$ cat src/rtl/reg_dump.sv
// reg_dump: walks register-file indices 0..NUM_REGS-1 and presents each
//   value as one valid/ready word. Each word takes a FETCH cycle and then
//   a SEND cycle, so the best-case rate is one word per 2 cycles.
// Backpressure: a word stays in SEND with stable addr/data until accepted.
// Ports:
//   clk, rst_n         clock, asynchronous active-low reset
//   start, abort       begin a dump (sampled in IDLE only) / cancel a dump
//   rd_addr, rd_data   combinational register-file read port
//   out_valid/out_ready/out_addr/out_data  dumped word handshake
//   busy, done         not IDLE / one-cycle pulse after the last accept
module reg_dump #(
  parameter int REGF_WIDTH = 32,
  parameter int NUM_REGS   = 32
) (
  input  logic                  clk,
  input  logic                  rst_n,
  input  logic                  start,
  input  logic                  abort,
  output logic [4:0]            rd_addr,
  input  logic [REGF_WIDTH-1:0] rd_data,
  output logic                  out_valid,
  input  logic                  out_ready,
  output logic [4:0]            out_addr,
  output logic [REGF_WIDTH-1:0] out_data,
  output logic                  busy,
  output logic                  done
);

  typedef enum logic [1:0] {
    S_IDLE   = 2'd0,
    S_FETCH  = 2'd1,
    S_SEND   = 2'd2,
    S_FINISH = 2'd3
  } state_t;

  localparam logic [4:0] LAST_IDX = 5'(NUM_REGS - 1);

  state_t                r_state,     w_state_nxt;
  logic [4:0]            r_idx,       w_idx_nxt;
  logic                  r_out_valid, w_out_valid_nxt;
  logic [4:0]            r_out_addr,  w_out_addr_nxt;
  logic [REGF_WIDTH-1:0] r_out_data,  w_out_data_nxt;

  always_ff @(posedge clk or negedge rst_n) begin
    if (!rst_n) begin
      r_state     <= S_IDLE;
      r_idx       <= '0;
      r_out_valid <= 1'b0;
      r_out_addr  <= '0;
      r_out_data  <= '0;
    end else begin
      r_state     <= w_state_nxt;
      r_idx       <= w_idx_nxt;
      r_out_valid <= w_out_valid_nxt;
      r_out_addr  <= w_out_addr_nxt;
      r_out_data  <= w_out_data_nxt;
    end
  end

  always_comb begin
    w_state_nxt     = r_state;
    w_idx_nxt       = r_idx;
    w_out_valid_nxt = r_out_valid;
    w_out_addr_nxt  = r_out_addr;
    w_out_data_nxt  = r_out_data;
    // Abort outranks everything outside IDLE, including a handshake in the
    // same cycle; it also prevents FINISH from ever being entered.
    if ((r_state != S_IDLE) && abort) begin
      w_state_nxt     = S_IDLE;
      w_idx_nxt       = '0;
      w_out_valid_nxt = 1'b0;
    end else begin
      case (r_state)
        S_IDLE: begin
          // abort in IDLE has no effect of its own but masks start
          if (start && !abort) begin
            w_idx_nxt   = '0;
            w_state_nxt = S_FETCH;
          end
        end
        S_FETCH: begin
          w_out_data_nxt  = rd_data;
          w_out_addr_nxt  = r_idx;
          w_out_valid_nxt = 1'b1;
          w_state_nxt     = S_SEND;
        end
        S_SEND: begin
          if (r_out_valid && out_ready) begin
            w_out_valid_nxt = 1'b0;
            if (r_idx == LAST_IDX) begin
              w_state_nxt = S_FINISH;
            end else begin
              w_idx_nxt   = r_idx + 5'd1;
              w_state_nxt = S_FETCH;
            end
          end
        end
        S_FINISH: begin
          // index returns to 0 so rd_addr reads 0 while idle
          w_idx_nxt   = '0;
          w_state_nxt = S_IDLE;
        end
        default: begin
          w_idx_nxt   = '0;
          w_state_nxt = S_IDLE;
        end
      endcase
    end
  end

  assign rd_addr   = r_idx;
  assign out_valid = r_out_valid;
  assign out_addr  = r_out_addr;
  assign out_data  = r_out_data;
  assign busy      = (r_state != S_IDLE);
  assign done      = (r_state == S_FINISH);

endmodule

$ cat config.mk
export PLATFORM = sky130hd
export DESIGN_NAME = reg_dump
export DESIGN_NICKNAME = d
export VERILOG_FILES = /design/src/rtl/reg_dump.sv
export SDC_FILE = /design/constraint.sdc
export NUM_CORES = 1
export LEC_CHECK = 0
export BUFFER_PORTS_ARGS = -buffer_cell sky130_fd_sc_hd__buf_2
export CAP_MARGIN = 40
export CORE_MARGIN = 5
export CORE_UTILIZATION = 50
export CTS_BUF_LIST = sky130_fd_sc_hd__clkbuf_16
export CTS_CLUSTER_DIAMETER = 150
export DETAILED_ROUTE_END_ITERATION = 12
export PLACE_DENSITY_LB_ADDON = 0.25
export RECOVER_POWER = 25
export SLEW_MARGIN = 25
export SYNTH_ARGS = -nofsm -noshare
export SYNTH_HDL_FRONTEND = slang
export SYNTH_SLANG_ARGS = --single-unit
$ cat constraint.sdc
create_clock -name clk -period 5.2 [get_ports clk]
set_input_delay 0.78 -clock clk [delete_from_list [all_inputs] [get_ports clk]]
set_output_delay 0.78 -clock clk [all_outputs]
set_load 0.01 [all_outputs]
## Word-level counts from Yosys, hierarchy flattened

Index checks and enable logic that the tools add are counted.

- Eq/ne operators: 7
- Add/subtract/negate cells: 1
- Mux-type cells: 13
- Bitwise logic cells: 1
- Reduce and logical (&&, ||, !) cells: 12

Operator list:

| cell | number |
|---|---|
| 2-to-1 mux 5 bit | 4 |
| case mux 5 bit (3 select lines) | 1 |
| inequality test 3 bit, second input constant | 3 |
| 2-to-1 mux 2 bit | 4 |
| case mux 2 bit (4 select lines) | 1 |
| AND reduction 2 bit | 3 |
| adder 5 x 1 -> 5 bit, second input constant | 1 |
| equality test 5 bit, second input constant | 1 |
| equality test 2 bit, second input constant | 2 |
| AND reduction 4 bit | 1 |
| nonzero test 4 bit | 1 |
| logical AND 1 bit | 3 |
| nonzero test 3 bit | 1 |
| equality test 2 x 1 -> 1 bit, second input constant | 1 |
| zero test 2 bit | 1 |
| 2-to-1 mux 1 bit | 2 |
| case mux 1 bit (2 select lines) | 1 |
| nonzero test 2 bit | 1 |
| zero test 1 bit | 1 |
| NOT 1 bit | 1 |

- Bits in registers: 45
- Input port bits: 37
- Word-level logic and storage cells: 39
- Output and inout port bits: 45

## Logic depth before layout (Yosys ltp)

- Depth after elaboration: 5
- Gate-level depth with buffers: 6
- Mapped depth without buffers: 6

## Worst setup path before layout

OpenSTA, ideal clock, no wires.

- Path type: input-to-reg
- From: in abort
- To: reg r_idx[0] (netlist: rd_addr[0])
- Arrival time: 1753 ps
- Data required time: 5075 ps
- Slack: 3322 ps
- Stages: 4
- Library setup time: 125 ps
- Cells stage by stage: buf_4 -> or3b_1 -> a22o_1 -> mux2_2

- Cells in the longest elaborated chain, start to end: 4

RTL lines:

| what | RTL line | text |
|---|---|---|
| start: declaration | 18 | `input logic abort,` |
| zero test 1 bit | 76 | `if (start && !abort) begin` |
| logical AND 1 bit | 76 |  |
| inequality test 3 bit (no line) | - |  |
| AND reduction 4 bit (no line) | - |  |
| end signal: assignment | 53 | `r_idx <= w_idx_nxt;` |
| end: declaration | 39 | `logic [4:0] r_idx, w_idx_nxt;` |

Several ways; a longest one is shown, not always the timed one.
A chain may end at the register's enable or synchronous reset.

==> summary.md <==
| Metric | Value |
|---|---|
| Outcome | complete, no violations |
| Worst Setup Slack, final | 2.791 ns |
| Clk slew on worst S/H paths | 0.05 ns |
| Routability cong. | 0.7644 |
| RSZ-0062 raised after global routing | no |
| Clock skew | a little under 0.006 ns |
| Synthesized flop and latch total | 45 |
| Worst setup path category | input port to async pin |
| CP max stage delay | just over 1 ns |
| WL per Instance | 15.57 um |
| CP cell instances | clkbuf_1 > clkbuf_1 |
| Area contributors post-synth | dfrtp_1 (61%), mux2_2 (23%), buf_4 (2.0%) |
| GRT Total Usage | 16.88% |
| Data arrival time of the worst path | around 2.6 ns |
| Clock Tree Buf Depth | 2 |
| Largest net degree at the start of global routing | 26 |
| Port bufs | 81 |
| H-tree depth | 2 |
| Final TNS setup | 0 ns |
| CTS buffer count | 5 |
| Critical path's top delay family | buffers and inverters |
| DRT iter0 DRCs | 63 |
| PD cells | between 400 and 500 nW/um^2 |
| Peak VDD IR | 0.0002700 V |
| WP data required | 5.37 ns |
| Core Region | ~3600 sq um |
| Vias in the first global route | roughly 1.4k |
| Commonest cells after routing, fill and taps aside | buf_2 (80), dfrtp_1 (45), mux2_2 (38) |
| Filler cell count | 293 |
| Antenna diodes | 0 |
| Syn Area/Cell | 14.91 sq um |
| Gr ovfl total | 0 |
| Place WS | 3.045 ns |
| ANT nets after route | 0 |
| Worst path most repeated cell | clkbuf_1 |
| Yosys Warn Count | 0 |
| Worst skew pair latency | roughly 0.28 ns |
| Drt via density | roughly 5.0 |
| Final hold vios | 0 |
| Worst path slowest cell | clkbuf_1 |
| Area Overhead vs Synth | 31.33% |
| Mapped Area | 1849 sq um |
| Total Wirelength | 3.986 mm |
| Crit-path max FO | 25 |
| First-pass GRT wire length | 6.548 mm |
| Row Count | 22 |
| Commonest non-fill, non-tap cell in the layout | buf_2 |
| Cell taking the most area after synthesis | dfrtp_1 |
| Post-DP HPWL | 3.134 mm |
| Max Cap Viol | 0 |
| Setup bufs post-CTS | 0 |
| Clk root buf | clkbuf_16 |
| Starting Density | 50.90% |
| Count of cell types in the netlist | 28 |
| Startpoint class of the critical path | input port |
| Synthesized instance count | 124 |
| Syn_nets | roughly 160 |
| Pre-antenna DRT Iters | 4 |
| Final worst path period share | roughly 46% |
| Num Clock Sinks | 45 |
| Crit. End Element | async pin |
| Rel. slew slack | 13.56% |
| Fmax | 0.4152 GHz |
| Die width | 70.82 um |
| Sequential-to-total area share from yosys stat | between 60% and 70% |
| Area of the multi-input gates | 666.9 sq um |
| CTS tree | built |
| Vias | between 1k and 1.5k |
| Share of layout cells above drive strength 1 | about three fifths |
| Storage element area | 1126 sq um |
| Finish-stage setup viols | 0 |
| I/O pin cnt | just over 80 |
| Final core occ | 66.84% |
| Layout Nets | 247 |
| LEAKAGE | 1.221 nW |
| Min Clock Period, post-route | approximately 2.4 ns |
| CTS resizes | 0 |
| Pins Over Slew Limit | 0 |
| Die Height | 70.82 um |
| Initial antenna violation count | 0 |
| DRC Markers | 0 |
| Hold_buf cts | 0 |
| CP bufs+invs | 2 |
| Top cell type's share of synthesized area | roughly 61% |
| Hold Crit Class | flip-flop to flip-flop |
| Die ar. | about 5000 sq um |
| Slew @ Worst Pin | approximately 1.3 ns |
[routing by layer]
metal,GRT usage (%),part of all wire [%]
met1,17.18,37
met2,32.13,56
met3,6.250,6.2
met4,4.384,0.23
met5,0,0
[final timing paths]
kind | from | end | slack, ns | cells after the start
setup reg to reg | rd_addr[0] | rd_addr[0] | 3.27 | 6
hold reg to reg | out_data[8] | out_data[8] | 0.50 | 1
max in group clk | r_state[0] | busy | 3.18 | 2
setup / recovery | rst_n | out_addr[3] | 2.79 | 2
hold / removal | out_data[8] | out_data[8] | 0.50 | 1
min in group asynchronous | rst_n | r_state[1] | 0.68 | 1
[cell families after synthesis]
group                      share of synthesized area [%]
DFF                                                60.89
muxes                                              23.14
and+or+nand+nor                                    6.902
AOI/OAI and AO/OA                                  4.669
buffers and inverters                              3.045
adders and majority gates                          1.353
[power by group]
part           total (mW)  switching, mW  internal (mW)
clock               0.284          0.113          0.171
sequential          0.481         0.0461          0.435
combinational       0.264          0.124          0.139
total                1.03          0.284          0.746
[Yosys cell counts]
master and instances:
nor2_4 1, o21ai_0 1, nand3b_1 2, and2_1 1, buf_4 5, nor2b_1 1, ha_1 2, nor2_1 1
a22o_1 3, a21oi_1 2, a2bb2oi_1 2, or2_2 1, inv_1 2, or4_1 1, and3_1 1, o211ai_1 1
dfrtp_1 45, buf_6 1, nor3_1 2, nand3_1 3, nor3b_1 1, nand2b_1 2, or3b_4 1, mux2_2 38
a31oi_1 1, or3b_1 1, o22ai_1 1, a21boi_0 1
[worst reg2reg max path, delay by kind of cell (launching register included)]
family / cells / cell delay [ns]
DFF: 1 / 0.42
AOI/OAI and AO/OA: 1 / 0.31
muxes: 1 / 0.27
and+or+nand+nor: 2 / 0.43
adders and majority gates: 2 / 0.41
[per-stage QoR]
stage	hold WS, ns	instance area, sq um	power [mW]	cells
global route	0.5121	2429	1.088	256
detailed placement	0.4894	2321	0.7575	249
CTS	0.4848	2454	1.048	256
global placement	0.4844	2266	0.7349	247
finish	0.4973	2429	1.029	256
floorplan	0.4844	1849	0.6250	124
[area by class of cell]
| type | instances | area share [%] |
|---|---|---|
| inverters | 2 | 0.3091 |
| multi-input cells | 71 | 27.46 |
| clock buffers | 5 | 5.152 |
| flip-flops and latches | 45 | 46.37 |
| well taps | 48 | 2.473 |
| clock inverters | 2 | 0.3091 |
| repair buffers | 83 | 17.93 |
[registers in the layout (all words and copies together), names as in the netlist]
signal and count:
out_valid 1, rd_addr 5, out_addr 5, out_data 32, r_state 2
No activity file was read; power rests on OpenSTA's default activity.
